**config.mk**
```make
export PLATFORM = sky130hd
export DESIGN_NAME = fetch_unit
export DESIGN_NICKNAME = d
export VERILOG_FILES = /design/src/rtl/fetch_unit_pkg.sv /design/src/rtl/fetch_unit.sv
export SDC_FILE = /design/constraint.sdc
export NUM_CORES = 1
export LEC_CHECK = 0
export BUFFER_PORTS_ARGS = -buffer_cell sky130_fd_sc_hd__buf_2
export CAP_MARGIN = 40
export CORE_MARGIN = 2
export CORE_UTILIZATION = 40
export CTS_CLUSTER_SIZE = 16
export DETAILED_ROUTE_END_ITERATION = 7
export GPL_TIMING_DRIVEN = 0
export PLACE_DENSITY = 0.66
export SETUP_SLACK_MARGIN = 0.02
export SLEW_MARGIN = 20
export SYNTH_ARGS = -nofsm -noshare
export SYNTH_HDL_FRONTEND = slang
export SYNTH_SLANG_ARGS = --single-unit
```
**constraint.sdc**
```tcl
create_clock -name clock -period 2.3 [get_ports clock]
set_clock_uncertainty 0.1 [all_clocks]
set_input_delay 0.115 -clock clock [delete_from_list [all_inputs] [get_ports clock]]
set_output_delay 0.115 -clock clock [all_outputs]
set_load 0.02 [all_outputs]
```
**src/rtl/fetch_unit_pkg.sv**
```systemverilog
// ---------------------------------------------------------------------------
// fetch_unit_pkg
//   Shared definitions for the instruction fetch stage.
//   fetch_state_t    : fetch FSM states
//                      START - first cycle after reset, PC settles
//                      REQ   - request presented to instruction memory
//                      WAIT  - request accepted, waiting for the response
//                      DROP  - a redirect superseded the outstanding request;
//                              its response is discarded on arrival
//                      HOLD  - instruction buffered, offered to decode
//   RESET_PC_DEFAULT : PC of the first fetch after reset. It matches the
//                      core's initial-PC constant.
// ---------------------------------------------------------------------------
package fetch_unit_pkg;

    typedef enum logic [2:0] {
        START,
        REQ,
        WAIT,
        DROP,
        HOLD
    } fetch_state_t;

    localparam logic [31:0] RESET_PC_DEFAULT = 32'h0040_0000;

endpackage : fetch_unit_pkg

```
**src/rtl/fetch_unit.sv**
```systemverilog
// ---------------------------------------------------------------------------
// fetch_unit
//   Instruction fetch stage in front of the single-cycle control decoder.
//   Owns the PC, issues one request at a time to instruction memory, buffers
//   the returned word and offers it, together with its PC, to decode until
//   decode takes it. Redirects replace the PC and discard any in-flight
//   response that belongs to the old path.
//
//   Ports
//     clock           : core clock, rising edge
//     reset_n         : asynchronous active-low reset
//     inst_req_valid  : fetch request to instruction memory
//     inst_req_ready  : memory accepts the request this cycle
//     inst_req_addr   : word-aligned fetch address
//     inst_resp_valid : response valid (only while a request is outstanding)
//     inst_resp_data  : instruction word returned by memory
//     inst_valid      : buffered instruction available to decode
//     inst            : buffered instruction (decode takes inst[6:0])
//     inst_pc         : PC of the buffered instruction
//     inst_ready      : decode consumes the instruction this cycle
//     redirect_valid  : control-flow redirect
//     redirect_pc     : redirect target, bits [1:0] ignored
// ---------------------------------------------------------------------------
module fetch_unit
    import fetch_unit_pkg::*;
#(
    parameter logic [31:0] RESET_PC = RESET_PC_DEFAULT
) (
    input  logic        clock,
    input  logic        reset_n,
    output logic        inst_req_valid,
    input  logic        inst_req_ready,
    output logic [31:0] inst_req_addr,
    input  logic        inst_resp_valid,
    input  logic [31:0] inst_resp_data,
    output logic        inst_valid,
    output logic [31:0] inst,
    output logic [31:0] inst_pc,
    input  logic        inst_ready,
    input  logic        redirect_valid,
    input  logic [31:0] redirect_pc
);

    fetch_state_t state, state_next;
    logic [31:0]  pc, pc_next;
    logic [31:0]  redirect_target;
    logic         load_inst;
    logic         redirect_lsb_unused;

    // The PC is kept word aligned, so the target's low bits are dropped.
    assign redirect_target     = {redirect_pc[31:2], 2'b00};
    assign redirect_lsb_unused = ^redirect_pc[1:0];

    // Outputs are decoded purely from registers, so they fall with reset_n.
    assign inst_req_valid = (state == REQ);
    assign inst_req_addr  = pc;
    assign inst_valid     = (state == HOLD);

    always_comb begin
        // NOTE: every signal gets a default first so no path leaves it
        // unassigned, which would otherwise infer a latch.
        state_next = state;
        pc_next    = pc;
        load_inst  = 1'b0;

        unique case (state)
            START: begin
                state_next = REQ;
                if (redirect_valid) pc_next = redirect_target;
            end

            REQ: begin
                // The address may move while the request is still pending;
                // once accepted, a redirect means the response is stale.
                if (redirect_valid) pc_next = redirect_target;
                if (inst_req_ready) state_next = redirect_valid ? DROP : WAIT;
            end

            WAIT: begin
                if (redirect_valid) begin
                    pc_next    = redirect_target;
                    // A response arriving with the redirect is already stale.
                    state_next = inst_resp_valid ? REQ : DROP;
                end else if (inst_resp_valid) begin
                    load_inst  = 1'b1;
                    state_next = HOLD;
                end
            end

            DROP: begin
                if (redirect_valid) pc_next = redirect_target;
                if (inst_resp_valid) state_next = REQ;
            end

            HOLD: begin
                // A redirect wins over consumption: the buffered word is on
                // the wrong path even if decode takes it this cycle.
                if (redirect_valid) begin
                    pc_next    = redirect_target;
                    state_next = REQ;
                end else if (inst_ready) begin
                    pc_next    = pc + 32'd4;
                    state_next = REQ;
                end
            end

            default: state_next = START;
        endcase
    end

    always_ff @(posedge clock or negedge reset_n) begin
        if (!reset_n) begin
            state   <= START;
            pc      <= {RESET_PC[31:2], 2'b00};
            inst    <= '0;
            inst_pc <= '0;
        end else begin
            // NOTE: non-blocking assignments so every register samples the
            // pre-edge values, independent of statement order.
            state <= state_next;
            pc    <= pc_next;
            if (load_inst) begin
                inst    <= inst_resp_data;
                inst_pc <= pc;
            end
        end
    end

endmodule : fetch_unit
```
Word level (Yosys, flattened, before mapping). Cells that the tools add are included.

Bits in registers: 99. Input port bits: 70. Output and inout bits: 98. Word-level logic and storage cells: 35.

Add/sub/neg operators: 1. Equal/unequal tests: 9. Muxes and demuxes: 16. Reductions and logical operators: 5.

Operator list (number): 2-to-1 mux 32 bit (3); case mux 32 bit (2 select lines) (1); adder 32 x 3 -> 32 bit, second input constant (1); 2-to-1 mux 3 bit (6); case mux 3 bit (5 select lines) (1); == test 3 x 2 -> 1 bit, second input constant (2); 2-to-1 mux 1 bit (4); != test 2 x 1 -> 1 bit, second input constant (2); AND reduction 4 bit (1); OR reduction 4 bit (1); == test 3 x 1 -> 1 bit, second input constant (1); == test 3 bit, second input constant (1); logical NOT 3 bit (1); != test 3 x 1 -> 1 bit, second input constant (1); != test 3 bit, second input constant (1); AND reduction 3 bit (1); 2-to-1 mux 2 bit (1); != test 2 bit, second input constant (1); nonzero test 2 bit (1).

Logic depth before layout (Yosys ltp). Gate-level depths: netlist of the first run.

Depth after elaboration: 4. Gate-level depth with buffers: 7. Gate-level depth less buffers: 5.

Worst setup path after synthesis of the first run. OpenSTA, ideal clock, no wires.

Kind: register to register. Start point: reg pc[2] (netlist: inst_req_addr[2]). End point: reg pc[14] (netlist: inst_req_addr[14]). Library setup time: 94 ps. Data arrival time: 1744 ps. Required time: 2106 ps. Path slack: 362 ps. Stages on the path, launching flop included: 8. Buffers on the path: 2. Clock period less this slack: 1938 ps. Cell sequence: dfrtp_1 > ha_1 > and2_1 > clkbuf_1 > and3_1 > clkbuf_1 > a311oi_1 > a211oi_1.

Longest elaborated chain between the ends: 4.

Ends and longest elaborated chain: start, declared (RTL line fetch_unit.sv:45) `logic [31:0] pc, pc_next;`; start signal, assigned (RTL line fetch_unit.sv:114) `pc <= {RESET_PC[31:2], 2'b00};`; start signal, assigned (RTL line fetch_unit.sv:121) `pc <= pc_next;`; adder 32 x 3 -> 32 bit (RTL line fetch_unit.sv:102) `pc_next = pc + 32'd4;`; 2-to-1 mux 32 bit (RTL line fetch_unit.sv:101) `end else if (inst_ready) begin`; 2-to-1 mux 32 bit (RTL line fetch_unit.sv:98) `if (redirect_valid) begin`; case mux 32 bit (2 select lines) (RTL line fetch_unit.sv:66) `unique case (state)`.

No other way between the ends. The select of a mux whose other input is x is not followed. A chain may end at the register's enable or synchronous reset.

Worst setup path after layout of the first run.
Start point: reg state[1]. End point: reg pc[26] (netlist: inst_req_addr[26]).

Longest elaborated chain between the ends: 4. Elaborated cells on any way between the ends: 11. Classes of those cells: eq/ne: 6; mux: 1; reduce/logical: 4.

Ends and longest elaborated chain: start, declared (RTL line fetch_unit.sv:44) `fetch_state_t state, state_next;`; start signal, assigned (RTL line fetch_unit.sv:120) `state <= state_next;`; == test 3 x 1 -> 1 bit, or another cell as far along (RTL line fetch_unit.sv:66); OR reduction 4 bit (no line); != test 2 x 1 -> 1 bit (no line) or nonzero test 2 bit (tied branches); AND reduction 3 bit (no line).

Parallel ways exist; a longest one is shown, timed or not.

==> results.sh, run 1 <==
export IMPL_max_frequency_mhz=462
export IMPL_synth_most_common_cell="sky130_fd_sc_hd__dfrtp_1"
export IMPL_utilization_pct=56.8
export IMPL_floorplan_initialDensity_pct=41.5
export IMPL_cts_path_max_buffers=2
export IMPL_status="finished with violations"
export IMPL_synth_enable_flop_cells=0
export IMPL_clk_latency_ns=0.35
export IMPL_synth_top_area_share_pct=49.3
export IMPL_netlist_top_cell_by_area="sky130_fd_sc_hd__dfrtp_1"
export IMPL_yosys_register_bits=95
export IMPL_routed_wl_met2_microns=7110
export IMPL_clock_tree_from_tritoncts="yes"
export IMPL_clkSlewWorstSetupHoldPaths_ns=0.06
export IMPL_dpl_hpwl_microns=10000
export IMPL_route_top_layer_used="met4"
export IMPL_global_route_usage_total_pct=22.2
export IMPL_htreeDepth=3
export IMPL_die_h_microns=113
export IMPL_wl_met3_microns=846
export IMPL_first_pass_grt_wire_length_microns=22100
export IMPL_detailedRoute_firstIterationViolations=267
export IMPL_hold_path_cell_count=3
export IMPL_fin_hold_ws_ns=0.00187
export IMPL_cts_buffers_inserted=9
export IMPL_design_final_nets=719
export IMPL_cells_after_synth=431
export IMPL_timing_final_hold_violations=0
export IMPL_ys_seq_area_share_pct=49.8
export IMPL_routabilityCongestion=0.933
export IMPL_yosys_warnings=0
export IMPL_ys_dominant_reg_cell="sky130_fd_sc_hd__dfrtp_1"
export IMPL_critical_path_max_stage_delay_ns=0.63
export IMPL_clk_root_buffer_cell="sky130_fd_sc_hd__clkbuf_16"
export IMPL_cp_data_arrival_time_ns=2.29
export IMPL_drt_wl_total_microns=14200
export IMPL_synth_area_leaders="sky130_fd_sc_hd__dfrtp_1 (49%), sky130_fd_sc_hd__mux2_2 (15%), sky130_fd_sc_hd__a21oi_1 (2.9%)"
export IMPL_power_total_mw=6.46
export IMPL_initial_antenna_violation_count=0
export IMPL_post_drt_via_cell_ratio=5.58
export IMPL_slew_headroom_pct=55.4
export IMPL_wl_met1_microns=5920
export IMPL_slew_violations=0
export IMPL_cts_sink_count=95
export IMPL_synthesis_area_sq_mm=0.00477
export IMPL_die_area_sq_mm=0.0128
export IMPL_cp_data_required_time_ns=2.43
export IMPL_crit_path_max_fanout=10
export IMPL_violations_in_the_final_reports="design-rule violations"
export IMPL_grt_max_degree=55
export IMPL_horiz_die_dim_microns=113
export IMPL_coreArea_sq_mm=0.0115
export IMPL_setup_viol=0
export IMPL_global_route_overflow_total=0
export IMPL_final_period_minus_worst_setup_slack_ns=2.16
export IMPL_setup_repair_after_global_routing_missed_its_margin="no"
export IMPL_placementRows=39
export IMPL_worst_r2r_cell_count=6
export IMPL_avgSynthCellArea_sq_um=11.1
export IMPL_ir_worst_vdd_v=0.000618
export IMPL_hold_path_class="primary input to flop"
export IMPL_lkg_pwr_nw=3.04
export IMPL_ant_nets=0
export IMPL_power_per_cell_area_mw_per_mm2=987
export IMPL_ys_async_sr_fraction_pct=100
export IMPL_insertedDiodeCount=0
export IMPL_route_vias_total=4439
export IMPL_portBuffers=161
export IMPL_slew_at_the_pin_closest_to_its_max_slew_limit_ns=0.667
export IMPL_max_cap_violations=0
export IMPL_io_count=168
export IMPL_endpoint_kind="flop"
export IMPL_fill_cells=1022
export IMPL_netlist_cell_type_count=52
export IMPL_vias_in_the_first_global_route=4314
export IMPL_timing_critical_path_cells="buf_6 -> nor4b_4 -> buf_2 -> nand2_1 -> nor4_1 -> nor3_1"
export IMPL_final_critical_path_share_of_the_clock_period_pct=94.1
export IMPL_synthTopCellsByCount="sky130_fd_sc_hd__dfrtp_1 (94), sky130_fd_sc_hd__mux2_2 (65), sky130_fd_sc_hd__a21oi_1 (28)"
export IMPL_post_drt_wl_per_cell_microns=17.9
export IMPL_cp_slowest_cell="sky130_fd_sc_hd__nor4b_4"
export IMPL_drtPass1Iterations=7
export IMPL_drc=9
export IMPL_area_growth_syn_to_layout_pct=37.1
export IMPL_share_of_final_layout_standard_cells_stronger_than_drive_strength_1_pct=43.5
export IMPL_startpoint_type="flop"
export IMPL_total_negative_slack_for_setup_checks_ns=0
export IMPL_criticalPathCategory="flop to flop"
-- final cells by class --
| type | instances | area, sq um | share of cell area [%] |
|---|---|---|---|
| sequential | 95 | 2380 | 36.3 |
| multi-input combinational | 287 | 2150 | 32.8 |
| timing repair buffer | 206 | 1290 | 19.7 |
| clock buffer | 12 | 246 | 3.77 |
| buffer | 37 | 206 | 3.15 |
| tap | 143 | 179 | 2.73 |
| clock inverter | 4 | 55.1 | 0.841 |
| inverter | 12 | 45.0 | 0.688 |
-- kinds of logic after synthesis --
family	after synthesis	share of synthesized area, %
adder cells (fa/ha/maj)	1	0.262
AO/OA/AOI/OAI	94	13.2
other	1	0.0785
flip-flops	95	49.8
AND/OR/NAND/NOR	121	15.5
buffers and inverters	52	5.45
multiplexers	67	15.7
-- timing repair --
item | 4_1_cts | 5_1_grt
hold buffers | 42 | 0
hold endpoints to repair | 137 | 0
pin swaps | 0 | 1
buffers inserted | 0 | 2
gates resized for setup | 0 | 5
setup endpoints to repair | 61 | 8
-- power breakdown --
group	total [mW]	switching, mW	internal (mW)	leakage [nW]
clock	1.52	0.647	0.877	0.143
combinational	2.35	1.37	0.979	1.74
sequential	2.59	0.345	2.24	1.16
-- through the flow --
stage                     instances  area [sq um]  setup WS, ns
final                           796          6550         0.135
after global routing            796          6550        0.0250
after CTS                       795          6520        0.0603
after detailed placement        739          5800       -0.0252
after global placement          738          5770       0.00751
after floorplan                 434          4790         0.362
-- per-layer routing --
| layer | track usage [%] | vias up |
|---|---|---|
| met5 | 0 | - |
| met4 | 9.27 | 0 |
| met3 | 4.12 | 28 |
| met2 | 37.8 | 178 |
| met1 | 27.8 | 2184 |
| li1 | - | 2049 |
-- placed cells by master (no fill, tap or decap), drive strengths merged, types with 2 or more instances in the layout --
cell type / n
o22ai: 5
nor4: 10
nand2b: 2
dfrtp: 94
dlygate4sd3: 42
a211oi: 17
or4b: 2
and2: 2
mux2i: 2
o21bai: 5
a311oi: 6
o311ai: 2
a31oi: 4
and4: 8
o22a: 2
inv: 12
conb: 4
mux2: 65
o211ai: 2
and3: 6
buf: 192
nor3: 8
nor3b: 5
a2bb2oi: 4
nand2: 19
nor2: 16
clkbuf: 21
o21ai: 11
nand4: 19
a21oi: 29
nand3: 18
a41o: 2
nand3b: 3
clkinv: 2
-- critical path: cells and delay by family, from the launching register on --
family	cells	cell delay, ns
flip-flops	1	0.37
buffers and inverters	2	0.51
AND/OR/NAND/NOR	4	1.05
-- worst paths after layout --
path,from,end,slack [ns]
max,state[1],inst_req_addr[26],0.14
min,redirect_pc[5],inst_req_addr[5],0.002
max reg2reg,state[1],inst_req_addr[26],0.14
min reg2reg,inst_pc[25],inst_pc[25],0.40
max in group asynchronous,reset_n,inst_req_addr[7],1.33
min in group asynchronous,reset_n,inst[24],0.15
-- registers in the layout, summed over array words and instances (netlist names) --
signal	flops
inst_req_addr	30
inst_pc	30
state	3
inst	32
(Power assumes the default switching activity.)
==> run 2: changes to the inputs <==
ABC_AREA = 1   (was default)
==> results.sh, run 2 <==
export IMPL_status="complete, no violations"
export IMPL_clkSlewWorstSetupHoldPaths_ns=0.07
export IMPL_share_of_final_layout_standard_cells_stronger_than_drive_strength_1_pct=31.6
export IMPL_global_route_usage_total_pct=22.9
export IMPL_die_area_sq_mm=0.0131
export IMPL_hold_path_class="primary input to flop"
export IMPL_design_final_nets=890
export IMPL_post_drt_via_cell_ratio=4.96
export IMPL_max_frequency_mhz=517
export IMPL_setup_repair_after_global_routing_missed_its_margin="no"
export IMPL_layout_cells_most_common_list="sky130_fd_sc_hd__nand2_1 (187), sky130_fd_sc_hd__buf_2 (174), sky130_fd_sc_hd__dfrtp_1 (94), sky130_fd_sc_hd__nor2_1 (57), sky130_fd_sc_hd__inv_1 (55)"
export IMPL_setup_ws_ns=0.365
export IMPL_cp_data_required_time_ns=2.45
export IMPL_avgSynthCellArea_sq_um=8.15
export IMPL_cells_after_synth=597
export IMPL_synthTopCellsByCount="sky130_fd_sc_hd__nand2_1 (187), sky130_fd_sc_hd__dfrtp_1 (94), sky130_fd_sc_hd__nor2_1 (57)"
export IMPL_clk_root_buffer_cell="sky130_fd_sc_hd__clkbuf_16"
export IMPL_timing_final_hold_violations=0
export IMPL_drt_wl_total_microns=14800
export IMPL_timing_critical_path_cells="ha_1 -> nand3_1 -> inv_1 -> nand2_1 -> nor2_1 -> nand3_1 -> nand2_1 -> nand2_1 -> nand2_1 -> inv_1"
export IMPL_synthesis_area_sq_mm=0.00487
export IMPL_sequentialPowerShare_pct=39.5
export IMPL_insertedDiodeCount=0
export IMPL_ant_nets=0
export IMPL_worstReg2RegEnd="inst_req_addr[20]"
export IMPL_worst_r2r_cell_count=10
export IMPL_dpl_hpwl_microns=11000
export IMPL_p_int_mw=4.14
export IMPL_fill_cells=1120
export IMPL_ys_async_sr_fraction_pct=100
export IMPL_critPathMostFrequentCell="sky130_fd_sc_hd__nand2_1"
export IMPL_yosys_register_bits=95
export IMPL_slew_at_the_pin_closest_to_its_max_slew_limit_ns=0.553
export IMPL_global_route_overflow_total=0
export IMPL_cp_data_arrival_time_ns=2.08
export IMPL_horiz_die_dim_microns=114
export IMPL_startpoint_type="flop"
export IMPL_yosys_warnings=0
export IMPL_net_switching_power_mw=2.88
export IMPL_endpoint_kind="flop"
export IMPL_synth_top_area_share_pct=48.3
export IMPL_total_negative_slack_for_setup_checks_ns=0
export IMPL_worst_hold_startpoint="redirect_pc[28]"
export IMPL_critical_path_reg2reg_startpoint="inst_req_addr[3]"
export IMPL_max_cap_violations=0
export IMPL_cp_slowest_cell="sky130_fd_sc_hd__dfrtp_1"
export IMPL_worst_r2r_setup_slack_ns=0.37
export IMPL_clock_tree_from_tritoncts="yes"
export IMPL_coreArea_sq_mm=0.0120
export IMPL_synth_most_common_cell="sky130_fd_sc_hd__nand2_1"
export IMPL_area_growth_syn_to_layout_pct=36.5
export IMPL_floorplan_initialDensity_pct=40.7
export IMPL_worstSetupStartpoint="inst_req_addr[3]"
export IMPL_placementRows=40
export IMPL_power_per_cell_area_mw_per_mm2=1060
export IMPL_drc=0
export IMPL_route_vias_total=4815
export IMPL_cts_path_max_buffers=2
export IMPL_netlist_cell_type_count=31
export IMPL_power_share_combinational_pct=40.1
export IMPL_netlist_top_cell_by_area="sky130_fd_sc_hd__dfrtp_1"
export IMPL_routabilityCongestion=0.923
export IMPL_cts_buffers_inserted=9
export IMPL_final_critical_path_share_of_the_clock_period_pct=84.1
export IMPL_postCtsResizedCells=0
export IMPL_criticalPathCategory="flop to flop"
export IMPL_switching_share_pct=41.0
export IMPL_synth_area_leaders="sky130_fd_sc_hd__dfrtp_1 (48%), sky130_fd_sc_hd__nand2_1 (14%), sky130_fd_sc_hd__mux2_2 (8.6%)"
export IMPL_ys_seq_area_share_pct=48.9
export IMPL_htreeDepth=3
export IMPL_vias_in_the_first_global_route=4783
export IMPL_final_period_minus_worst_setup_slack_ns=1.93
export IMPL_io_count=168
export IMPL_number_of_flip_flops_in_the_largest_register=32
export IMPL_ir_worst_vdd_v=0.000521
export IMPL_slew_headroom_pct=63.1
export IMPL_die_h_microns=114
export IMPL_grt_max_degree=64
export IMPL_drtPass1Iterations=5
export IMPL_cts_sink_count=95
export IMPL_synth_enable_flop_cells=0
export IMPL_portBuffers=161
export IMPL_crit_path_max_fanout=4
export IMPL_initial_antenna_violation_count=0
export IMPL_ys_dominant_reg_cell="sky130_fd_sc_hd__dfrtp_1"
export IMPL_timing_critical_path_to="inst_req_addr[20]"
export IMPL_setup_viol=0
export IMPL_critical_path_max_stage_delay_ns=0.41
export IMPL_clk_latency_ns=0.35
export IMPL_fraction_of_power_consumed_by_the_clock_network_pct=20.4
export IMPL_lkg_pwr_nw=3.39
export IMPL_slew_violations=0
export IMPL_regMostFlops="inst"
export IMPL_first_pass_grt_wire_length_microns=23300
export IMPL_post_drt_wl_per_cell_microns=15.3
export IMPL_fin_hold_ws_ns=0.00148
export IMPL_detailedRoute_firstIterationViolations=288
export IMPL_pre_cts_ws_ns=0.379
export IMPL_mostFrequentLayoutCell="sky130_fd_sc_hd__nand2_1"
-- run 2: cell types whose count changed after synthesis, sizes merged, moves of 9 or more --
cell,before,now
inv,12,57
nand2,19,189
or2,1,12
nand4,19,6
nand3,18,38
a211oi,17,0
clkbuf,12,3
nor4,10,0
nor2,16,61
o21ai,11,42
mux2,65,37
-- run 2: worst min-delay path by stage --
| stage | end | slack, ns | cells after the start |
|---|---|---|---|
| 2_1_floorplan | inst[0] | -0.28 | 0 |
| 3_3_place_gp | inst[0] | 0.25 | 2 |
| 3_5_place_dp | inst[10] | -0.07 | 1 |
| 4_1_cts | inst_req_addr[5] | 0.0004 | 4 |
| 5_1_grt | inst_req_addr[2] | 0.02 | 5 |
| 6_report | inst_req_addr[28] | 0.001 | 5 |
-- run 2: metal layers --
| metal | share of wire (%) | vias to the layer above | global-route usage, % |
|---|---|---|---|
| li1 | - | 2339 | - |
| met1 | 44 | 2252 | 29.2 |
| met2 | 47 | 195 | 38.4 |
| met3 | 6.3 | 29 | 4.18 |
| met4 | 2.5 | 0 | 9.35 |
| met5 | 0 | - | 0 |
-- run 2: logic make-up after synthesis --
group	after synthesis	share of synthesized area (%)
simple gates	309	26.7
mux	37	8.56
buf+inv	82	7.53
xor+xnor	2	0.360
compound gates	70	7.59
flops	95	48.9
other cells	1	0.0771
fa+ha+maj	1	0.257
-- run 2: metrics by stage --
stage | area [sq um] | cells | util, % | power (mW)
floorplan | 4880 | 600 | - | 4.49
global placement | 5870 | 908 | 49.0 | 5.47
detailed placement | 5900 | 909 | 49.3 | 5.56
CTS | 6640 | 971 | 55.5 | 7.06
global route | 6640 | 971 | 55.5 | 7.45
finish | 6640 | 971 | 55.5 | 7.02
-- run 2: power by group through the flow --
stage	clock [mW]	sequential, mW	combinational, mW
after global placement	0	2.74	2.72
after floorplan	0	3.52	0.962
after global routing	1.53	2.85	3.07
after CTS	1.46	2.76	2.84
after detailed placement	0	2.79	2.77
final	1.43	2.77	2.82
-- run 2: critical path: cells and delay by family (launching register included) --
kind	cells	cell delay, ns
DFF	1	0.41
and+or+nand+nor	7	0.85
buffers and inverters	2	0.23
adders and majority gates	1	0.25
-- run 2: layout make-up --
type | instances | area (sq um) | share of cell area [%]
Buffer | 25 | 153 | 2.30
Clock buffer | 10 | 229 | 3.45
Clock inverter | 6 | 52.6 | 0.791
Inverter | 57 | 214 | 3.22
Multi-Input combinational cell | 423 | 2130 | 32.1
Sequential cell | 95 | 2380 | 35.8
Tap cell | 147 | 184 | 2.77
Timing Repair Buffer | 208 | 1300 | 19.6
-- run 2: timing repair --
action,4_1_cts,5_1_grt
hold endpoints to repair,140,0
setup buffers,0,0
hold buffers,46,0
